--- src/rtl/ramen_customer.sv ---
// Customer-side initiator for the ramen shop engine. Orders are queued in a
// small FIFO, sent to the shop as two-beat transfers inside one selling session,
// and tallied from the replies. At the end of the session the shop's reported
// totals are compared against that tally.
module ramen_customer #(
  parameter int DEPTH   = 16,
  parameter int TIMEOUT = 64
) (
  input  logic                   clk,
  input  logic                   rst_n,
  input  logic                   ord_wr,
  input  logic [1:0]             ord_type,
  input  logic                   ord_portion,
  output logic                   ord_full,
  output logic [$clog2(DEPTH):0] ord_count,
  input  logic                   start,
  output logic                   busy,
  output logic                   done,
  output logic [27:0]            exp_sold_num,
  output logic [14:0]            exp_gain,
  output logic [7:0]             succ_cnt,
  output logic [7:0]             fail_cnt,
  output logic                   err_timeout,
  output logic                   err_mismatch,
  output logic                   in_valid,
  output logic                   selling,
  output logic                   portion,
  output logic [1:0]             ramen_type,
  input  logic                   out_valid_order,
  input  logic                   success,
  input  logic                   out_valid_tot,
  input  logic [27:0]            sold_num,
  input  logic [14:0]            total_gain
);

  localparam int AW = $clog2(DEPTH);
  localparam int CW = AW + 1;
  localparam int TW = $clog2(TIMEOUT + 1);

  localparam logic [CW-1:0] FULL_CNT = CW'(DEPTH);
  localparam logic [TW-1:0] TMO_LAST = TW'(TIMEOUT - 1);

  localparam logic [14:0] GAIN_PLAIN = 15'd200;
  localparam logic [14:0] GAIN_SOY   = 15'd250;

  localparam logic [2:0] S_IDLE     = 3'd0;
  localparam logic [2:0] S_BEAT1    = 3'd1;
  localparam logic [2:0] S_BEAT2    = 3'd2;
  localparam logic [2:0] S_WAIT_ORD = 3'd3;
  localparam logic [2:0] S_CLOSE    = 3'd4;
  localparam logic [2:0] S_WAIT_TOT = 3'd5;

  logic [2:0]    state;
  logic [2:0]    nstate;
  logic          accept;
  logic          tmo_hit;
  logic          reply_ord;
  logic          reply_tot;
  logic [TW-1:0] tmo;
  logic [1:0]    cur_type;

  // FIFO storage: each entry is {type, portion}
  logic [2:0]    mem [DEPTH];
  logic [AW-1:0] wr_ptr;
  logic [AW-1:0] rd_ptr;
  logic [CW-1:0] cnt_nxt;
  logic [2:0]    head;
  logic          push;
  logic          pop;

  assign push      = ord_wr && !ord_full;
  assign pop       = (state == S_BEAT2);
  assign head      = mem[rd_ptr];
  assign reply_ord = (state == S_WAIT_ORD) && out_valid_order;
  assign reply_tot = (state == S_WAIT_TOT) && out_valid_tot;

  // FIFO entry write; contents need no reset because the pointers define validity
  always_ff @(posedge clk) begin
    if (push) begin
      mem[wr_ptr] <= {ord_type, ord_portion};
    end
  end

  // Occupancy after this cycle's push/pop; a simultaneous pair cancels out
  always_comb begin
    cnt_nxt = ord_count;
    if (push && !pop) begin
      cnt_nxt = ord_count + CW'(1);
    end else if (pop && !push) begin
      cnt_nxt = ord_count - CW'(1);
    end
  end

  // FIFO pointers, occupancy and registered full flag
  always_ff @(posedge clk or negedge rst_n) begin
    if (!rst_n) begin
      wr_ptr    <= '0;
      rd_ptr    <= '0;
      ord_count <= '0;
      ord_full  <= 1'b0;
    end else begin
      if (push) begin
        wr_ptr <= wr_ptr + AW'(1);
      end
      if (pop) begin
        rd_ptr <= rd_ptr + AW'(1);
      end
      ord_count <= cnt_nxt;
      ord_full  <= (cnt_nxt == FULL_CNT);
    end
  end

  // Session sequencing: next state plus start-accept and timeout strobes
  always_comb begin
    nstate  = state;
    accept  = 1'b0;
    tmo_hit = 1'b0;
    case (state)
      S_IDLE: begin
        if (start && (ord_count != '0)) begin
          nstate = S_BEAT1;
          accept = 1'b1;
        end
      end
      S_BEAT1: nstate = S_BEAT2;
      S_BEAT2: nstate = S_WAIT_ORD;
      S_WAIT_ORD: begin
        if (out_valid_order) begin
          nstate = (ord_count != '0) ? S_BEAT1 : S_CLOSE;
        end else if (tmo == TMO_LAST) begin
          nstate  = S_IDLE;
          tmo_hit = 1'b1;
        end
      end
      S_CLOSE: nstate = S_WAIT_TOT;
      S_WAIT_TOT: begin
        if (out_valid_tot) begin
          nstate = S_IDLE;
        end else if (tmo == TMO_LAST) begin
          nstate  = S_IDLE;
          tmo_hit = 1'b1;
        end
      end
      default: nstate = S_IDLE;
    endcase
  end

  // State register and shop-facing pins, loaded from the next state so the
  // pins line up with the state they belong to
  always_ff @(posedge clk or negedge rst_n) begin
    if (!rst_n) begin
      state      <= S_IDLE;
      selling    <= 1'b0;
      in_valid   <= 1'b0;
      ramen_type <= 2'd0;
      portion    <= 1'b0;
      cur_type   <= 2'd0;
    end else begin
      state      <= nstate;
      selling    <= (nstate == S_BEAT1) || (nstate == S_BEAT2) || (nstate == S_WAIT_ORD);
      in_valid   <= (nstate == S_BEAT1) || (nstate == S_BEAT2);
      ramen_type <= (nstate == S_BEAT1) ? head[2:1] : 2'd0;
      portion    <= (nstate == S_BEAT2) ? head[0] : 1'b0;
      if (pop) begin
        cur_type <= head[2:1];
      end
    end
  end

  // Reply timer: cleared entering WAIT_ORD or CLOSE, runs while a reply is awaited
  always_ff @(posedge clk or negedge rst_n) begin
    if (!rst_n) begin
      tmo <= '0;
    end else if (((nstate == S_WAIT_ORD) && (state != S_WAIT_ORD)) || (nstate == S_CLOSE)) begin
      tmo <= '0;
    end else if ((state == S_WAIT_ORD) || (state == S_WAIT_TOT)) begin
      tmo <= tmo + TW'(1);
    end
  end

  // Own tally of sold bowls, gain and reply counts for the current session
  always_ff @(posedge clk or negedge rst_n) begin
    if (!rst_n) begin
      exp_sold_num <= '0;
      exp_gain     <= '0;
      succ_cnt     <= '0;
      fail_cnt     <= '0;
    end else if (accept) begin
      exp_sold_num <= '0;
      exp_gain     <= '0;
      succ_cnt     <= '0;
      fail_cnt     <= '0;
    end else if (reply_ord) begin
      if (success) begin
        case (cur_type)
          2'd0: exp_sold_num[27:21] <= exp_sold_num[27:21] + 7'd1;
          2'd1: exp_sold_num[20:14] <= exp_sold_num[20:14] + 7'd1;
          2'd2: exp_sold_num[13:7]  <= exp_sold_num[13:7]  + 7'd1;
          2'd3: exp_sold_num[6:0]   <= exp_sold_num[6:0]   + 7'd1;
        endcase
        exp_gain <= exp_gain + (cur_type[0] ? GAIN_SOY : GAIN_PLAIN);
        if (succ_cnt != 8'hFF) begin
          succ_cnt <= succ_cnt + 8'd1;
        end
      end else if (fail_cnt != 8'hFF) begin
        fail_cnt <= fail_cnt + 8'd1;
      end
    end
  end

  // Session status: busy, completion pulse and error flags
  always_ff @(posedge clk or negedge rst_n) begin
    if (!rst_n) begin
      busy         <= 1'b0;
      done         <= 1'b0;
      err_timeout  <= 1'b0;
      err_mismatch <= 1'b0;
    end else begin
      done <= 1'b0;
      if (accept) begin
        busy         <= 1'b1;
        err_timeout  <= 1'b0;
        err_mismatch <= 1'b0;
      end
      if (tmo_hit) begin
        busy        <= 1'b0;
        done        <= 1'b1;
        err_timeout <= 1'b1;
      end
      if (reply_tot) begin
        busy         <= 1'b0;
        done         <= 1'b1;
        err_mismatch <= (sold_num != exp_sold_num) || (total_gain != exp_gain);
      end
    end
  end

endmodule

--- config.mk ---
export PLATFORM = sky130hd
export DESIGN_NAME = ramen_customer
export DESIGN_NICKNAME = d
export VERILOG_FILES = /design/src/rtl/ramen_customer.sv
export SDC_FILE = /design/constraint.sdc
export NUM_CORES = 1
export LEC_CHECK = 0
export BUFFER_PORTS_ARGS = -buffer_cell sky130_fd_sc_hd__buf_2
export CAP_MARGIN = 20
export CORE_ASPECT_RATIO = 1.25
export CORE_MARGIN = 10
export CORE_UTILIZATION = 45
export DETAILED_ROUTE_END_ITERATION = 8
export GPL_TIMING_DRIVEN = 0
export PLACE_DENSITY_LB_ADDON = 0.2
export SLEW_MARGIN = 20
export SYNTH_ARGS = -nofsm -noshare
export SYNTH_HDL_FRONTEND = slang
export SYNTH_SLANG_ARGS = --single-unit
--- constraint.sdc ---
create_clock -name clk -period 2.45 [get_ports clk]
set_input_delay 0.735 -clock clk [delete_from_list [all_inputs] [get_ports clk]]
set_output_delay 0.735 -clock clk [all_outputs]
set_load 0.03 [all_outputs]
Yosys cells after proc, flatten, opt, wreduce, memory -nomap -nowiden. Memories as Yosys holds them, arrays and structs flattened. Index checks and enable logic that the tools add are counted.

Add/subtract/negate cells: 12. Eq/ne operators: 20. Multiplexer cells: 47. Reductions and logical operators: 37.

Operators with widths (number): $mux 28 (3); $mux 8 (8); $mux 15 (3); $mux 7 (6); $add 7x1->7 const B (5); $ne 28x28->1 (1); $reduce_bool 2->1 (11); $pmux 3 s6 (1); $reduce_and 3->1 (6); $add 8x1->8 const B (2); $mux 1 (16); $ne 8x8->1 const B (2); $add 15x8->15 (1); $mux 3 (5); $ne 15x15->1 (1); $eq 3x2->1 const B (4); $mux 5 (2); $eq 3x3->1 const B (3); $add 4x1->4 const B (2); $eq 7x6->1 const B (1); $logic_and 1x1->1 (7); $eq 3x1->1 const B (2); $mux 6 (1); $add 5x1->5 const B (1); other kinds (15) (22).

Register bits: 94. Bits in writable memories: 48. Input bits: 53. Output and inout port bits: 74. Word-level logic and storage cells: 139. Memories: 1.

Memories: mem (depth 16, bits a word 3, rd ports 1, clocked after Yosys merged registers in 0, write ports 1, line 63) `logic [2:0] mem [DEPTH];`.

Longest topological paths before layout.
Depth in word-level cells: 8. Mapped depth: 7. Depth with buffers taken out: 7.

Least setup slack after synthesis. Ideal clock, no wire load.

Path kind: input-to-reg. Start point: input port start. End point: register exp_gain[14]. Setup time: 0.077 ns. Data arrival time: 2.029 ns. Required time: 2.373 ns. Slack: 0.344 ns. Stages on the path: 5. Path buffers: 0. Path through: or3b_1 nor3_4 o2111ai_1 or3_1 a21oi_1.

Cells in the longest elaborated chain, start to end: 5. Elaborated cells on any way between the ends: 7. Classes of those cells: mux: 3; reduce/logical: 4.

RTL lines: start, declared (line 16) `input logic start,`; $logic_and 1x1->1 * (line 120) `if (start && (ord_count != '0)) begin`; $mux 1 * (line 120); $mux 1 * (line 118) `case (state)`; $reduce_bool 2->1 (no line); $reduce_and 2->1 (no line); end signal, assigned (line 201) `exp_gain <= exp_gain + (cur_type[0] ? GAIN_SOY : GAIN_PLAIN);`; end, declared (line 20) `output logic [14:0] exp_gain,`.

Mark *: on every way between the ends. The rest lies on a longest branch, timed or not. A chain may end at the register's enable or synchronous reset.

Worst setup path after layout.
Start point: register rd_ptr[0]. End point: register cur_type[1].

Cells in the longest elaborated chain, start to end: 1.

RTL lines: start, declared (line 65) `logic [AW-1:0] rd_ptr;`; start signal, assigned (line 106) `rd_ptr <= rd_ptr + AW'(1);`; $mem_v2 16x3; end signal, assigned (line 165) `cur_type <= head[2:1];`; end, declared (line 60) `logic [1:0] cur_type;`.

No other way between the ends.

==> metrics.md <==
| Metric | Value |
|---|---|
| Critical Path Fanout Max | `10` |
| N_diodes | `0` |
| Gr usage total | `between 15 and 20%` |
| Hold-fix buffers, CTS | `0` |
| Maximum VDD drop | `a little under 0.0006 V` |
| Critical path class | `reg2reg` |
| Final std cells w/o fill | `~960` |
| Setup Skew | `roughly 0.018 ns` |
| Max clock buf depth | `2` |
| Slew margin rel. | `52.2%` |
| Synthesized instance count | `between 500 and 600` |
| Post-Route WL | `between 15 and 20 mm` |
| First-pass GRT wire length | `approximately 28 mm` |
| Peak Freq | `439 MHz` |
| Clk Latency, worst-skew pair | `between 0.4 and 0.5 ns` |
| Async SR Flop Fraction | `roughly 66%` |
| Sequential cell area fraction in the yosys report | `between 50 and 60%` |
| Via/cell ratio | `~5.3` |
| Critical path required time | `around 2.7 ns` |
| Synth-to-layout area growth | `22.2%` |
| IO Port Bufs | `between 100 and 150` |
| Clock sink total | `around 140` |
| Net count, final | `814` |
| Grt total ovfl | `0` |
| CP cell instances | `buf_2 > buf_2 > mux4_2 > mux2_2 > o21ai_0 > o21ai_0` |
| Drt drc | `0` |
| Via count | `around 5000` |
| Die Area | `about 21000 um2` |
| Top FF cell, synth | `dfrtp_1` |
| Ports | `about 130` |
| DP Area | `between 7000 and 8000 um2` |
| 1st-pass router iterations | `4` |
| Synth top area share | `around a third` |
| Top-count cell post-synth | `dfrtp_1` |
| LEAKAGE | `just under 4 nW` |
| Die height | `about 160 um` |
| Initial DRC Count | `~350` |
| Crit. End Element | `flop` |
| CTS root buf | `clkbuf_16` |
| Post-Syn Area | `about 7000 um2` |
| Worst r2r src | `rd_ptr[0]` |
| R2r worst-path depth | `6` |
| GPL Wtd Cong | `around 0.82` |
| Placeable Area | `15100 um2` |
| Layout cells sized above 1 | `between 20% and 30%` |
| H-Tree Depth | `4` |
| Final Hold Viols | `0` |
| Post-synthesis net count | `670` |
| Die W | `~130 um` |
| RR Endpoint | `cur_type[1]` |
| Clock tree from TritonCTS | `yes` |
| Rows | `50` |
| Crit-path slowest cell | `mux4_2` |
| Placed Cells | `931` |
| RSZ-0062 raised after global routing | `false` |
| DPL Wire Length | `between 10 and 15 mm` |
| ANT nets after route | `0` |
| Startpoint Class | `flop` |
| Pwr dens | `1080 nW/um2` |
| Max Slew Vio Count | `0` |
| Max-cap violations | `0` |
| Crit path largest cell delay | `0.56 ns` |
| Synth Warn # | `0` |
| Count of cell types in the netlist | `55` |
| Vias in the first global route | `about 5400` |
| Initial antenna violation count | `0` |
| Final period util | `between 90% and 100%` |
| Fin crit period | `~2.3 ns` |
| R2R setup slack | `0.17 ns` |
| Hold Path Class | `in2async` |
| Post-synth EDFFs | `48` |
| Worst-Margin Slew | `0.715 ns` |
| Status | `complete, no violations` |
| Commonest cells in the synthesized netlist | `dfrtp_1, nor2_1, xnor2_1` |
| Wire per inst | `18.3 um` |
| Clock transition at path regs | `0.06 ns` |
| Syn avg cell area | `roughly 12 um2` |
| # setup viols final | `0` |
| Number of CTS-inserted buffers | `17` |
| Fin Setup TNS | `0 ns` |
| Initial core utilization | `between 40% and 50%` |
| CP Data Arrival Time | `between 2 and 3 ns` |
| Total power | `approximately 9.2 mW` |
| # resized after CTS | `0` |
| Post-CTS Setup Bufs | `0` |
| Pin count of the biggest net entering global routing | `56` |
| Area leader, netlist | `dfrtp_1` |
| Finished Cell Area | `between 8000 and 9000 um2` |
| #FFs+latches synth | `141` |
| Synth top area cells | `dfrtp_1, edfxtp_1, xnor2_1` |
worst max path at each step:
stage                            start      endpoint  slack (ns)  cells past startpoint
after detailed placement         start  exp_gain[10]       -0.15                      6
after global placement           rst_n       selling       -0.30                      1
after floorplan                  start  exp_gain[14]        0.34                      5
after CTS                 ord_count[0]  exp_gain[10]        0.10                      7
final                        rd_ptr[0]   cur_type[1]        0.17                      6
after global routing      ord_count[1]  err_mismatch        0.06                      7
report_power, final:
group	internal, mW	leakage (nW)	total, mW	switching, mW
logic	1.18	1.88	3.06	1.89
registers	2.88	1.67	3.36	0.484
clock network	1.82	0.314	2.78	0.959
placed cells by master, fill, tap and decap left out, types with 3 or more instances in the layout:
master | synthesis | final
a21oi_1 | 9 | 9
a22o_1 | 4 | 4
and2_1 | 19 | 19
and3_1 | 12 | 12
and4_1 | 3 | 3
and4b_1 | 3 | 3
buf_2 | 11 | 134
buf_4 | 3 | 3
bufinv_16 | 0 | 5
clkbuf_1 | 6 | 7
clkbuf_16 | 0 | 17
clkinv_2 | 0 | 5
dfrtp_1 | 93 | 93
edfxtp_1 | 48 | 48
ha_1 | 19 | 19
inv_1 | 13 | 13
mux2i_1 | 10 | 10
mux4_2 | 13 | 13
nand2_1 | 42 | 42
nand3_1 | 13 | 13
nand4_1 | 30 | 30
nor2_1 | 65 | 65
nor2b_1 | 4 | 4
nor3_1 | 9 | 9
nor4_1 | 5 | 5
o211ai_1 | 3 | 3
o21ai_0 | 22 | 22
o22ai_1 | 4 | 4
or3_1 | 7 | 7
xnor2_1 | 49 | 49
xor2_1 | 44 | 44
registers in the layout, summed over array words and instances (netlist names):
register      count
portion           1
rd_ptr            4
tmo               7
mem              48
err_timeout       1
done              1
selling           1
exp_gain         14
cur_type          2
exp_sold_num     28
succ_cnt          8
state             3
ramen_type        2
ord_count         5
wr_ptr            4
in_valid          1
ord_full          1
fail_cnt          8
err_mismatch      1
busy              1
area by class of cell:
class | count | area, um2
multi-input cells | 421 | 3060
inverters | 13 | 48.8
clock buffers | 19 | 443
repair buffers | 125 | 654
well taps | 208 | 260
fillers | 1317 | 6600
flip-flops and latches | 141 | 3770
plain buffers | 23 | 113
clock inverters | 13 | 195
worst max-delay path, delay by kind of cell (launching register included):
| kind | cells | cell delay, ns |
|---|---|---|
| compound gates | 2 | 0.39 |
| mux | 2 | 0.84 |
| flops | 1 | 0.35 |
| buf+inv | 2 | 0.58 |
through the flow:
stage / hold slack [ns] / utilization [%] / worst slack (ns)
after CTS: 0.236 / 56.4 / 0.100
after floorplan: 0.439 / - / 0.344
final: 0.227 / 56.4 / 0.171
after global routing: 0.243 / 56.4 / 0.0579
after global placement: 0.515 / 52.0 / -0.296
after detailed placement: 0.520 / 52.2 / -0.152
routing by layer:
| metal | wire, um | up-vias | part of all wire [%] | track usage, % |
|---|---|---|---|---|
| li1 | - | 2433 | - | - |
| met4 | 302 | 0 | 1.7 | 5.72 |
| met2 | 9450 | 116 | 54 | 29.8 |
| met5 | 0 | - | 0 | 0 |
| met3 | 731 | 25 | 4.2 | 5.01 |
| met1 | 7100 | 2492 | 40 | 18.5 |
cell families (layout without fill, tap and decap cells):
| logic type | count (synthesis) | in the layout | synth area share, % |
|---|---|---|---|
| simple gates | 226 | 226 | 17.4 |
| flops | 141 | 141 | 53.9 |
| xor+xnor | 93 | 93 | 11.7 |
| compound gates | 57 | 57 | 5.34 |
| buf+inv | 36 | 193 | 2.29 |
| mux | 25 | 25 | 5.94 |
| fa+ha+maj | 19 | 19 | 3.40 |
| other cells | 1 | 1 | 0.0537 |
No activity file was read; power rests on OpenSTA's default activity.
